--- src/rtl/gray_seq_gen.sv ---
// Sequential Gray-code source: binary up/down counter with parallel load whose
// registered Gray encoding is offered over a valid/ready handshake.
module gray_seq_gen #(
  parameter int WIDTH = 4
) (
  input  logic             clk,
  input  logic             rst_n,
  input  logic             en,
  input  logic             dir,
  input  logic             load,
  input  logic [WIDTH-1:0] load_val,
  input  logic             rdy,
  output logic [WIDTH-1:0] gray,
  output logic             vld,
  output logic             wrap
);

  typedef enum logic {
    IDLE    = 1'b0,
    PRESENT = 1'b1
  } state_t;

  localparam logic [WIDTH-1:0] ALL_ONES = '1;
  localparam logic [WIDTH-1:0] ONE      = {{(WIDTH-1){1'b0}}, 1'b1};

  state_t           state;
  state_t           state_nxt;
  logic [WIDTH-1:0] bin;
  logic [WIDTH-1:0] bin_nxt;
  logic [WIDTH-1:0] gray_nxt;
  logic             vld_nxt;
  logic             wrap_nxt;
  logic             xfer;

  function automatic logic [WIDTH-1:0] bin2gray(input logic [WIDTH-1:0] b);
    return b ^ (b >> 1);
  endfunction

  assign xfer = vld & rdy;

  // Load overrides everything; a coincident transfer is still consumed downstream.
  always_comb begin
    state_nxt = state;
    bin_nxt   = bin;
    gray_nxt  = gray;
    vld_nxt   = vld;
    wrap_nxt  = 1'b0;
    if (load) begin
      bin_nxt   = load_val;
      gray_nxt  = bin2gray(load_val);
      vld_nxt   = 1'b0;
      state_nxt = IDLE;
    end else begin
      case (state)
        IDLE: begin
          if (en) begin
            state_nxt = PRESENT;
            vld_nxt   = 1'b1;
          end
        end
        PRESENT: begin
          if (xfer) begin
            bin_nxt  = dir ? (bin + ONE) : (bin - ONE);
            gray_nxt = bin2gray(bin_nxt);
            wrap_nxt = dir ? (bin == ALL_ONES) : (bin == '0);
            if (!en) begin
              state_nxt = IDLE;
              vld_nxt   = 1'b0;
            end
          end
        end
        default: begin
          state_nxt = IDLE;
          vld_nxt   = 1'b0;
        end
      endcase
    end
  end

  always_ff @(posedge clk or negedge rst_n) begin
    if (!rst_n) begin
      state <= IDLE;
      bin   <= '0;
      gray  <= '0;
      vld   <= 1'b0;
      wrap  <= 1'b0;
    end else begin
      state <= state_nxt;
      bin   <= bin_nxt;
      gray  <= gray_nxt;
      vld   <= vld_nxt;
      wrap  <= wrap_nxt;
    end
  end

endmodule

--- config.mk ---
export PLATFORM = sky130hd
export DESIGN_NAME = gray_seq_gen
export DESIGN_NICKNAME = d
export VERILOG_FILES = /design/src/rtl/gray_seq_gen.sv
export SDC_FILE = /design/constraint.sdc
export NUM_CORES = 1
export LEC_CHECK = 0
export BUFFER_PORTS_ARGS = -buffer_cell sky130_fd_sc_hd__buf_2
export CAP_MARGIN = 20
export CORE_AREA = 8 8 45 47
export DETAILED_ROUTE_END_ITERATION = 8
export DIE_AREA = 0 0 53 55
export GPL_TIMING_DRIVEN = 0
export HOLD_SLACK_MARGIN = 0.12
export PLACE_DENSITY_LB_ADDON = 0.25
export SYNTH_ARGS = -nofsm -noshare
export SYNTH_HDL_FRONTEND = slang
export SYNTH_SLANG_ARGS = --single-unit
--- constraint.sdc ---
create_clock -name clk -period 3.4 [get_ports clk]
set_input_delay 1.02 -clock clk [delete_from_list [all_inputs] [get_ports clk]]
set_output_delay 1.02 -clock clk [all_outputs]
set_load 0.05 [all_outputs]
==> impl_metrics.yaml <==
worst_setup_path:
  cp_slowest_cell: "a2111o_1"
  arrival_ns: 2.64
  rr_worst_depth: 5
  crit_type: "in2reg"
  end_kind: "flip-flop"
  critPathLaunch: "dir"
  ff2ff_setup_slack_ns: 1.53
  cp-start-kind: "primary input"
  cp_cell_sequence: "buf_2 -> inv_1 -> ha_1 -> and3_4 -> or3_4 -> a2111o_1 -> nand3_1"
  path_max_fanout: 5
  endpoint: "bin[3]$_DFFE_PN0P_"
  r2r-end: "bin[3]$_DFFE_PN0P_"
  crit_required_ns: 3.59
  reg2reg_from: "bin[2]$_DFFE_PN0P_"
  max_stage_delay_ns: 0.41
global_route:
  grt_antenna_before_repair: 0
  grtUsageTotal_pct: 11.0
  grt_pass1_vias: 565
  grt_pass1_wl_microns: 2380
  grt_overflow: 0
  grt_max_degree: 11
die:
  die_w_microns: 53
  fp-row-count: 14
  io_pins: 16
  dieHeight_microns: 55
  start_util_pct: 47.0
  die-area_sq_um: 2920
  coreArea_sq_um: 1380
synth:
  synth_area_leaders: "dfrtp_1, xnor2_1, mux2i_1"
  synth-seq-cells: 10
  async_flop_share_pct: 100
  synth-seq-area-share_pct: 38.5
  synth_edf_count: 0
  yosys.area.top_type: "dfrtp_1"
  postSynthAreaPerCell_sq_um: 9.57
  synthCells: 68
  synthTopCellsByCount: "dfrtp_1, a21oi_1, nand2_1, nor2_1, xnor2_1"
  synth_ff_type: "dfrtp_1"
  synth.most_common_cell: "dfrtp_1"
  syn-cell-area_sq_um: 651
  synth_nets: 81
  synth_top_area_share_pct: 38.5
  ys_warn_count: 0
  synth_cell_types: 28
timing:
  holdWs_ns: 0.545
  setup_violations: 0
  setup_tns_ns: 0
  fin_crit_ns: 2.45
  rsz0062_at_grt: "no"
  slew_violations: 0
  max_slew_margin_pct: 74.3
  worst_pin_slew_ns: 0.382
  max_freq_mhz: 409
  period_share_pct: 71.9
  fin_skew_ns: 0.000837
  hold_violations: 0
run_status:
  status: "completed"
cts:
  clock_latency_ns: 0.26
  clk_pin_slew_worst_paths_ns: 0.06
  clock-sinks: 10
  cts_resized: 0
  cts-root-buf: "clkbuf_4"
  cts_setup_buffers: 0
  cts_tree: "yes"
  cts_hold_buf: 0
  cts_made_buffers: 3
  cts_buffer_depth: 2
  cts.htree.levels: 1
pwr:
  power_density_nw_per_um2: 476
  p_leak_uw: 0.000373
  ir_drop_uv: 273
worst_hold_path:
  hold_depth: 2
  hold_class: "reg2reg"
detailed_routing:
  routed-via-count: 550
  drt_first_pass_iters: 4
  wl_per_cell_microns: 13.3
  ant_nets: 0
  routed_via_density: 5.39
  routed_wl_microns: 1350
  drcViolationCount: 0
  drtIter0Drc: 3
cells_and_area:
  drive_above_1_share_pct: 29.1
  area_growth_pct: 19.4
  final_nets: 100
  multi_input_area_sq_um: 375
  register_area_sq_um: 250
  final_cells: 102
  final_area_sq_um: 777
  antennaDiodeCount: 0
  fill_cells: 130
placement:
  detailed_place.area_sq_um: 741
  io_buffers: 14
  dp.cells: 98
  gp_congestion: 0.744
job:
  drv_cap: 0
kinds of logic (layout without fill, tap and decap cells):
logic type	Yosys count	after routing	share of synthesized area [%]
AOI/OAI and AO/OA	15	15	14.8
xor gates and xnor gates	8	8	10.8
adders and majority gates	3	3	6.92
buffers and inverters	5	23	3.85
DFF	10	10	38.5
muxes	3	3	4.62
and+or+nand+nor	24	24	20.6
through the flow:
stage | total power [uW] | util (%) | setup WS [ns]
floorplan | 239 | - | 0.908
global placement | 267 | 53.5 | 0.709
detailed placement | 270 | 53.5 | 0.688
CTS | 376 | 56.1 | 0.960
global route | 396 | 56.1 | 0.866
finish | 370 | 56.1 | 0.954
placed cells by master, fill, tap and decap left out, types with 2 or more instances in the layout:
cell type and n:
ha_1 2, a21oi_1 5, a2111o_1 2, clkbuf_4 3
xnor2_1 5, nor3_1 2, nor2_1 5, nor2b_1 2
nand3_1 4, xor2_1 3, nand2_1 5, buf_2 16
dfrtp_1 10, o21ai_0 4, mux2i_1 3
registers in the layout, summed over array words and instances, names as in the netlist:
register and count:
gray 3, vld 1, bin 4, state 1
wrap 1
report_power, final:
group / switching (uW) / internal, uW
Clock: 38.6 / 65.0
Combinational: 73.9 / 47.4
Sequential: 13.4 / 131
how the worst min path moves through the flow:
stage                         from                  end  slack (ns)
5_1_grt        gray[0]$_DFFE_PN0P_  gray[0]$_DFFE_PN0P_        0.58
3_5_place_dp   gray[0]$_DFFE_PN0P_  gray[0]$_DFFE_PN0P_        0.54
4_1_cts        gray[0]$_DFFE_PN0P_  gray[0]$_DFFE_PN0P_        0.55
2_1_floorplan      state$_DFF_PN0_      state$_DFF_PN0_        0.51
6_report       gray[0]$_DFFE_PN0P_  gray[0]$_DFFE_PN0P_        0.54
3_3_place_gp       state$_DFF_PN0_      state$_DFF_PN0_        0.53
worst max-delay path, delay by kind of cell:
family | cells | cell delay, ns
AND/OR/NAND/NOR | 3 | 0.65
AO/OA/AOI/OAI | 1 | 0.41
adder cells (fa/ha/maj) | 1 | 0.35
buffers and inverters | 2 | 0.21
layout make-up:
cell class	instances	share of cell area, %
Buffer	4	2.74
Clock buffer	4	4.67
Inverter	1	0.483
Multi-Input combinational cell	53	48.3
Sequential cell	10	32.2
Tap cell	16	2.58
Timing Repair Buffer	14	9.02
routing by layer:
metal | up-vias | share of wire [%] | track usage (%)
li1 | 282 | - | -
met1 | 250 | 45 | 12.3
met2 | 14 | 45 | 18.0
met3 | 4 | 7.2 | 2.94
met4 | 0 | 2.2 | 7.76
met5 | - | 0 | 0
Note: power is estimated with default switching activity, not from simulation.
